## config.mk

```make
export PLATFORM = sky130hd
export DESIGN_NAME = parking_exit_controller
export DESIGN_NICKNAME = d
export VERILOG_FILES = /design/src/rtl/parking_exit_controller.sv
export SDC_FILE = /design/constraint.sdc
export NUM_CORES = 1
export LEC_CHECK = 0
export ABC_AREA = 1
export ABC_CLOCK_PERIOD_IN_PS = 2200
export BUFFER_PORTS_ARGS = -buffer_cell sky130_fd_sc_hd__buf_2
export CAP_MARGIN = 10
export CORE_ASPECT_RATIO = 1.2
export CORE_MARGIN = 5
export CORE_UTILIZATION = 35
export DETAILED_ROUTE_END_ITERATION = 8
export MAX_ROUTING_LAYER = met4
export PLACE_DENSITY = 0.53
export REMOVE_ABC_BUFFERS = 1
export SETUP_SLACK_MARGIN = 0.5
export SLEW_MARGIN = 20
export SYNTH_ARGS = -nofsm -noshare
export SYNTH_HDL_FRONTEND = slang
export SYNTH_SLANG_ARGS = --single-unit
```

## constraint.sdc

```tcl
create_clock -name clk -period 2.2 [get_ports clk]
set_input_delay 0.11 -clock clk [delete_from_list [all_inputs] [get_ports clk]]
set_output_delay 0.11 -clock clk [all_outputs]
set_load 0.01 [all_outputs]
```

## src/rtl/parking_exit_controller.sv

```systemverilog
// rtl/parking_exit_controller.sv - slot occupancy, entry-time store and exit fee FSM
module parking_exit_controller #(
    parameter logic [3:0] RATE = 4'd2
) (
    input  logic       clk,
    input  logic       rst_n,
    input  logic       tick,
    input  logic       park_valid,
    input  logic [3:0] park_slot,
    input  logic       exit_valid,
    input  logic [1:0] exit_slot,
    output logic       exit_ready,
    input  logic       fee_ack,
    output logic       fee_valid,
    output logic [7:0] fee,
    output logic [3:0] duration,
    output logic [3:0] slot_busy,
    output logic [3:0] cur_time,
    output logic       err
);

    typedef enum logic [1:0] {S_IDLE, S_SUB, S_MUL, S_DONE} state_t;

    state_t     r_state;
    logic [3:0] r_cur_time;
    logic [3:0] r_slot_busy;
    logic [3:0] r_entry_time [4];
    logic [1:0] r_slot;
    logic [3:0] r_lat_time;
    logic [3:0] r_duration;
    logic [7:0] r_fee;
    logic       r_fee_valid;
    logic       r_exit_ready;
    logic       r_err;

    logic       w_park_onehot;
    logic       w_park_hit_busy;
    logic       w_park_ok;
    logic       w_park_err;
    logic [1:0] w_park_idx;
    logic       w_exit_go;
    logic       w_exit_err;
    logic [3:0] w_clr_mask;
    logic [3:0] w_set_mask;
    logic [3:0] w_charge;

    assign w_park_onehot   = (park_slot != 4'd0) && ((park_slot & (park_slot - 4'd1)) == 4'd0);
    assign w_park_hit_busy = |(park_slot & r_slot_busy);
    assign w_park_ok       = park_valid && w_park_onehot && !w_park_hit_busy;
    // An all-zero park_slot means the lot is full: silently ignored.
    assign w_park_err      = park_valid && (park_slot != 4'd0) && (!w_park_onehot || w_park_hit_busy);
    assign w_park_idx      = {park_slot[3] | park_slot[2], park_slot[3] | park_slot[1]};

    assign w_exit_go  = (r_state == S_IDLE) && exit_valid && r_slot_busy[exit_slot];
    assign w_exit_err = (r_state == S_IDLE) && exit_valid && !r_slot_busy[exit_slot];

    assign w_clr_mask = (r_state == S_DONE && fee_ack) ? (4'b0001 << r_slot) : 4'b0000;
    assign w_set_mask = w_park_ok ? park_slot : 4'b0000;
    assign w_charge   = (r_duration == 4'd0) ? 4'd1 : r_duration;

    always_ff @(posedge clk or negedge rst_n) begin
        if (!rst_n) begin
            r_state      <= S_IDLE;
            r_cur_time   <= 4'd0;
            r_slot_busy  <= 4'd0;
            for (int i = 0; i < 4; i++) r_entry_time[i] <= 4'd0;
            r_slot       <= 2'd0;
            r_lat_time   <= 4'd0;
            r_duration   <= 4'd0;
            r_fee        <= 8'd0;
            r_fee_valid  <= 1'b0;
            r_exit_ready <= 1'b1;
            r_err        <= 1'b0;
        end else begin
            if (tick) r_cur_time <= r_cur_time + 4'd1;
            r_slot_busy <= (r_slot_busy & ~w_clr_mask) | w_set_mask;
            if (w_park_ok) r_entry_time[w_park_idx] <= r_cur_time;
            r_err <= w_park_err || w_exit_err;

            case (r_state)
                S_IDLE: begin
                    if (w_exit_go) begin
                        r_slot       <= exit_slot;
                        r_lat_time   <= r_cur_time;
                        r_exit_ready <= 1'b0;
                        r_state      <= S_SUB;
                    end
                end
                S_SUB: begin
                    r_duration <= r_lat_time - r_entry_time[r_slot];
                    r_state    <= S_MUL;
                end
                S_MUL: begin
                    // Minimum one-hour charge; 15*15 fits in 8 bits.
                    r_fee       <= {4'd0, w_charge} * {4'd0, RATE};
                    r_fee_valid <= 1'b1;
                    r_state     <= S_DONE;
                end
                S_DONE: begin
                    if (fee_ack) begin
                        r_fee_valid  <= 1'b0;
                        r_exit_ready <= 1'b1;
                        r_state      <= S_IDLE;
                    end
                end
                default: r_state <= S_IDLE;
            endcase
        end
    end

    assign exit_ready = r_exit_ready;
    assign fee_valid  = r_fee_valid;
    assign fee        = r_fee;
    assign duration   = r_duration;
    assign slot_busy  = r_slot_busy;
    assign cur_time   = r_cur_time;
    assign err        = r_err;

endmodule

```

==> results of run 1 <==
[stage by stage]
step / total power, uW / worst slack (ns)
detailed placement: 3061 / 0.1698
global route: 4293 / 0.2286
global placement: 3033 / 0.1998
CTS: 3810 / 0.4398
finish: 3877 / 0.3484
floorplan: 2508 / 0.3517
[critical path, stage by stage (launching register included)]
cell	delay, ns
dfrtp_2	0.49
nand2_2	0.10
inv_2	0.05
buf_4	0.13
nand2_2	0.04
nand4_1	0.12
ha_2	0.20
inv_2	0.06
fa_2	0.43
nand2_2	0.06
o21ai_1	0.05
[cells by family (layout without fill, tap and decap cells)]
group	count (synthesis)	in the layout
xor gates and xnor gates	4	4
AOI/OAI and AO/OA	28	28
buffers and inverters	39	74
adders and majority gates	10	10
and+or+nand+nor	145	145
other	1	4
DFF	43	43
[synthesized netlist by cell type]
master | instances | share of area, %
a21oi_1 | 5 | 1.1
a221oi_1 | 2 | 0.79
a31oi_1 | 1 | 0.28
buf_2 | 2 | 0.45
buf_4 | 5 | 1.7
buf_6 | 2 | 1.0
clkbuf_1 | 3 | 0.51
clkinv_1 | 1 | 0.17
conb_1 | 1 | 0.17
dfrtp_1 | 42 | 47
dfstp_2 | 1 | 1.2
fa_1 | 1 | 0.90
ha_1 | 9 | 5.1
inv_1 | 25 | 4.2
inv_2 | 1 | 0.17
nand2_1 | 97 | 16
nand3_1 | 16 | 3.6
nand4_1 | 22 | 6.2
nor2_1 | 7 | 1.2
nor2_2 | 1 | 0.28
nor2_4 | 1 | 0.51
o21ai_0 | 16 | 3.6
o21ai_2 | 1 | 0.39
o31ai_1 | 3 | 1.0
or2_2 | 1 | 0.28
xnor2_1 | 2 | 0.79
xor2_1 | 2 | 0.79
[power groups by stage]
stage                     registers (uW)  clock network, uW  logic [uW]
after floorplan                     1530                  0         976
after global placement              1580                  0        1460
after detailed placement            1580                  0        1480
after CTS                           1590                558        1670
after global routing                1640                598        2050
final                               1590                537        1750
[registers in the layout, summed over array words and instances (netlist names)]
register      cells
r_entry_time     16
cur_time          4
duration          4
fee               4
r_lat_time        4
slot_busy         4
r_slot            2
r_state           2
err               1
exit_ready        1
fee_valid         1
[cells in the final DEF, fill, tap and decap left out, types with 2 or more instances in the layout]
| master | count |
|---|---|
| a21oi_1 | 4 |
| a221oi_2 | 2 |
| buf_2 | 30 |
| buf_4 | 7 |
| clkbuf_8 | 7 |
| conb_1 | 4 |
| dfrtp_1 | 40 |
| dfrtp_2 | 2 |
| ha_1 | 8 |
| inv_1 | 21 |
| inv_2 | 4 |
| nand2_1 | 94 |
| nand2_2 | 3 |
| nand3_1 | 15 |
| nand4_1 | 22 |
| nor2_1 | 5 |
| nor2_4 | 3 |
| o21ai_0 | 14 |
| o21ai_1 | 2 |
| o31ai_1 | 3 |
| xor2_1 | 2 |
[timing repair]
| item | 4_1_cts | 5_1_grt |
|---|---|---|
| pin swaps | 2 | 3 |
| gates cloned | 0 | 0 |
| gates resized for setup | 14 | 10 |
| setup endpoints to repair | 3 | 9 |
| hold endpoints to repair | 17 | 0 |
| buffers inserted | 6 | 1 |
| hold buffers | 1 | 0 |
[area by class of cell]
cell class	count	area share [%]
tap	82	3.884
sequential	43	40.88
multi-input combinational	191	39.03
clock buffer	8	3.790
timing repair buffer	39	8.479
inverter	27	3.932
[path summary, 6_finish.rpt]
| kind | startpoint | end | slack [ns] | cells past startpoint |
|---|---|---|---|---|
| max | r_slot[0] | duration[1] | 0.35 | 10 |
| min | fee_ack | fee_valid | 0.04 | 2 |
| max reg2reg | r_slot[0] | duration[1] | 0.35 | 10 |
| min reg2reg | exit_ready | exit_ready | 0.48 | 2 |
| max in group asynchronous | rst_n | r_slot[1] | 1.18 | 3 |
| min in group asynchronous | rst_n | fee[4] | 0.30 | 2 |
[layer usage]
metal  track usage, %  routed length [um]  part of all wire [%]
met2            22.90                2585                    48
met5                -                   0                     0
met3            3.340                 219                   4.1
met4            2.893                  54                   1.0
met1            20.34                2546                    47
==> results_dict.tcl, run 1 <==
set metrics [dict create \
    status "complete, no violations" \
    period_share_pct 84.16 \
    drive_gt1_share_pct 22.40 \
    clk_latency_ns 0.29 \
    netlist_instances 270 \
    place_inst 374 \
    vias_per_cell 4.672 \
    die_area_mm2 0.008053 \
    end_kind "flop" \
    crit_type "reg -> reg" \
    clock_skew_ns 0.004310 \
    vias 1822 \
    arrival_ns 2.03 \
    grt_start_max_net_pins 26 \
    nets 329 \
    grt_usage_pct 14.95 \
    fin_util_pct 43.10 \
    multiInputGateArea_mm2 0.001031 \
    die_w_um 82.76 \
    p_int_uw 2246 \
    n_antenna_cell 0 \
    final.setup.tns_ns 0 \
    muxShareOfSynthArea_pct 0 \
    drt_iter0_drc 90 \
    placed_cell_area_mm2 0.002414 \
    drtPass1Iterations 4 \
    pin_count 35 \
    clockRootBuffer "clkbuf_8" \
    rsz0062_at_grt "true" \
    io_buffers 30 \
    cts_buffers 5 \
    max_freq_mhz 540.1 \
    grt_pass1_wl_um 9170 \
    route.detailed.drc 0 \
    avgSynthCellArea_um2 8.235 \
    peakVddDrop_mv 0.7208 \
    regArea_mm2 0.001080 \
    synth_top_family_by_area "simple AND/OR/NAND/NOR gates" \
    grt_pass1_vias 1870 \
    path_clk_slew_ns 0.08 \
    synth_fa_ha_area_share_pct 5.965 \
    syn_area_mm2 0.002223 \
    finalSetupViolations 0 \
    finalHoldWorstSlack_ns 0.04133 \
    ys_warn_count 0 \
    grt_remaining_overflow 0 \
    hold_path.class "in -> reg" \
    p_leak_uw 0.001378 \
    combPwrFrac_pct 45.1 \
    finalHoldViolations 0 \
    rows 31 \
    die_y_um 97.31 \
    wire_per_inst_um 13.86 \
    antenna_found_initial 0 \
    core_mm2 0.006128 \
    synth-seq-cells 43 \
    drtAntennaViolNets 0 \
    netSwitchingPower_uw 1631 \
    areaGrowthSynthToFinish_pct 18.80 \
    hpwl_um 3977 \
    cts_sinks 43 \
    clkPwrFrac_pct 13.8 \
    path_max_fanout 7 \
    synth_cell_type_count 27 \
    finalCriticalPeriod_ns 1.852 \
    maxCapViolations 0 \
    routed_wl_um 5405 \
    start_kind "flop" \
    finalInstanceArea_mm2 0.002641 \
    synth_compound_area_share_pct 7.203 \
    yosys.area_share.simple_pct 28.42 \
    fillers 643 \
    cts_max_level 2 \
    p_per_area_mw_per_mm2 1468 \
    seqPwrFrac_pct 41.1 \
    place_congestion 0.8497 \
    report.final.slew_viol_count 0 \
    fin_cells 390 \
    clockBufferDepth 2 \
    p_sw_share_pct 42.06 \
    ys_seq_area_share_pct 48.45 \
    initial_utilization_pct 36.28 \
    cts_tree "yes" \
    synth-xor-area-share_pct 1.576 \
    crit_required_ns 2.37 \
]
Power figures use the tool's default switching activity.
==> run 2: changes to the inputs <==
--- a/config.mk
+++ b/config.mk
@@ -6,7 +6,7 @@
 export NUM_CORES = 1
 export LEC_CHECK = 0
 export ABC_AREA = 1
-export ABC_CLOCK_PERIOD_IN_PS = 2200
+export ABC_CLOCK_PERIOD_IN_PS = 1800
 export BUFFER_PORTS_ARGS = -buffer_cell sky130_fd_sc_hd__buf_2
 export CAP_MARGIN = 10
 export CORE_ASPECT_RATIO = 1.2
==> constraint.sdc (replaced) <==
create_clock -name clk -period 1.8 [get_ports clk]
set_input_delay 0.09 -clock clk [delete_from_list [all_inputs] [get_ports clk]]
set_output_delay 0.09 -clock clk [all_outputs]
set_load 0.01 [all_outputs]
==> run 2 against run 1 <==
Against the previous run: cell area grew 9.7%; sequential power up 23%; critical endpoint is now duration[3]; non-clock buffer count is 16 higher; register-to-register slack worse by 0.34 ns; combinational power rose by 43%; highest routed layer unchanged; maximum frequency increased by 3.2%.
==> results_dict.tcl, run 2 (synthesis gave the netlist of run 1 again) <==
set metrics [dict create \
    crit_type "reg -> reg" \
    crit_slowest_cell "dfrtp_2" \
    drtAntennaViolNets 0 \
    layout_commonest_cell "nand2_1" \
    clockRootBuffer "clkbuf_8" \
    largest-register "r_entry_time" \
    path_clk_slew_ns 0.09 \
    start_kind "flop" \
    largest_register_ff_count 16 \
    fillers 628 \
    rsz0062_at_grt "true" \
    die_y_um 97.31 \
    grt_start_max_net_pins 44 \
    finalSetupViolations 0 \
    arrival_ns 2.00 \
    cts_max_level 2 \
    grtUsageMet2_pct 22.59 \
    place_ws_ns -0.1203 \
    layout_common_cells "nand2_1 (84), dfrtp_1 (38), buf_2 (30)" \
    grt_pass1_vias 1842 \
    core_mm2 0.006128 \
    max_stage_delay_ns 0.49 \
    regArea_mm2 0.001082 \
    peakVddDrop_mv 0.7515 \
    clockBufferDepth 2 \
    hold_path.class "in -> reg" \
    die_area_mm2 0.008053 \
    ff2ff_path_depth 11 \
    vias 1935 \
    clock_skew_ns 0.006239 \
    die_w_um 82.76 \
    wire_per_inst_um 13.24 \
    crit_required_ns 2.00 \
    drt_iter0_drc 47 \
    period_share_pct 99.71 \
    clk_latency_ns 0.31 \
    end_kind "flop" \
    areaGrowthSynthToFinish_pct 30.28 \
    status "complete, no violations" \
    max_freq_mhz 557.2 \
    routed_wl_um 5374 \
    grt_pass1_wl_um 9018 \
    path_max_fanout 6 \
    io_buffers 30 \
    setup_ws_ns 0.005222 \
    pin_count 35 \
    grt_usage_pct 14.74 \
    hpwl_um 3807 \
    crit_chain "buf_6, nand3_2, nand2_2, a221oi_2, ha_1, a21oi_2, nand3_1, nand2_1, nand2_1, nand3_1, nand2_1" \
    grt_remaining_overflow 0 \
    place_congestion 0.8052 \
    n_antenna_cell 0 \
    met1_usage_pct 19.59 \
    maxCapViolations 0 \
    finalInstanceArea_mm2 0.002897 \
    report.final.slew_viol_count 0 \
    grt-busiest-layer "met2" \
    drtPass1Iterations 4 \
    placed_cell_area_mm2 0.002481 \
    finalHoldWorstSlack_ns 0.006441 \
    route.detailed.drc 0 \
    rows 31 \
    cts_sinks 43 \
    relSlewSlack_pct 62.99 \
    p_per_area_mw_per_mm2 1760 \
    worstHoldPathCells 2 \
    initial_utilization_pct 36.28 \
    antenna_found_initial 0 \
    finalCriticalPeriod_ns 1.795 \
    finalHoldViolations 0 \
    worst_pin_slew_ns 0.5552 \
    nets 345 \
    p_leak_uw 0.001466 \
    cp_common_cell "nand2_1" \
    cts_buffers 5 \
    power_uw 5097 \
    multiInputGateArea_mm2 0.001146 \
    grtUsageMet3_pct 3.061 \
    drive_gt1_share_pct 34.26 \
    vias_per_cell 4.766 \
    cts_tree "yes" \
]
-- run 2: cell types whose count changed in the layout (fill, tap and decap cells not counted), moves of 4 or more --
cell	before	now
inv_1	21	17
o21ai_0	14	8
nand2_1	94	84
nand2_2	3	10
o21ai_1	2	6
buf_4	7	20
-- run 2: layer usage --
metal / wire length [um] / share of wire, %
met3: 196 / 3.6
met5: 0 / 0
met1: 2498 / 46
met2: 2619 / 49
met4: 59 / 1.1
-- run 2: final cells by class --
class | instances | area share (%)
Multi-Input combinational cell | 191 | 39.57
Clock buffer | 5 | 2.376
Timing Repair Buffer | 55 | 12.53
Inverter | 27 | 3.758
Tap cell | 82 | 3.542
Sequential cell | 43 | 37.37
Clock inverter | 3 | 0.8639
-- run 2: through the flow --
stage | utilization [%] | setup TNS (ns) | std cells
3_3_place_gp | 40.49 | -0.1936 | 383
6_report | 47.26 | 0 | 406
2_1_floorplan | - | -0.04832 | 261
4_1_cts | 44.41 | -0.02490 | 398
5_1_grt | 47.26 | -0.3883 | 406
3_5_place_dp | 40.49 | -0.3196 | 383
-- run 2: worst max-delay path, delay by kind of cell (launching register included) --
| family | cells | cell delay [ns] |
|---|---|---|
| flip-flops | 1 | 0.49 |
| AND/OR/NAND/NOR | 7 | 0.45 |
| buffers and inverters | 1 | 0.15 |
| adder cells (fa/ha/maj) | 1 | 0.30 |
| AO/OA/AOI/OAI | 2 | 0.32 |
-- run 2: path summary, 6_finish.rpt --
path / slack [ns] / from / to
worst max-delay path: 0.005 / r_slot[0] / duration[3]
worst min-delay path: 0.006 / tick / cur_time[0]
worst max register to register: 0.005 / r_slot[0] / duration[3]
worst min register to register: 0.48 / exit_ready / exit_ready
max in group asynchronous: 1.01 / rst_n / slot_busy[0]
min in group asynchronous: 0.38 / rst_n / fee[4]
-- run 2: what timing repair did --
action,CTS,global route
pin swaps,13,13
resized for setup,29,37
hold buffers,2,0
cloned,0,0
buffers inserted,5,8
setup endpoints to repair,30,32
hold endpoints to repair,43,0
-- run 2: where the power goes --
group | switching, uW | internal [uW] | total (uW)
clock network | 364 | 278 | 641
registers | 508 | 1450 | 1950
logic | 1320 | 1180 | 2500
total | 2190 | 2900 | 5100
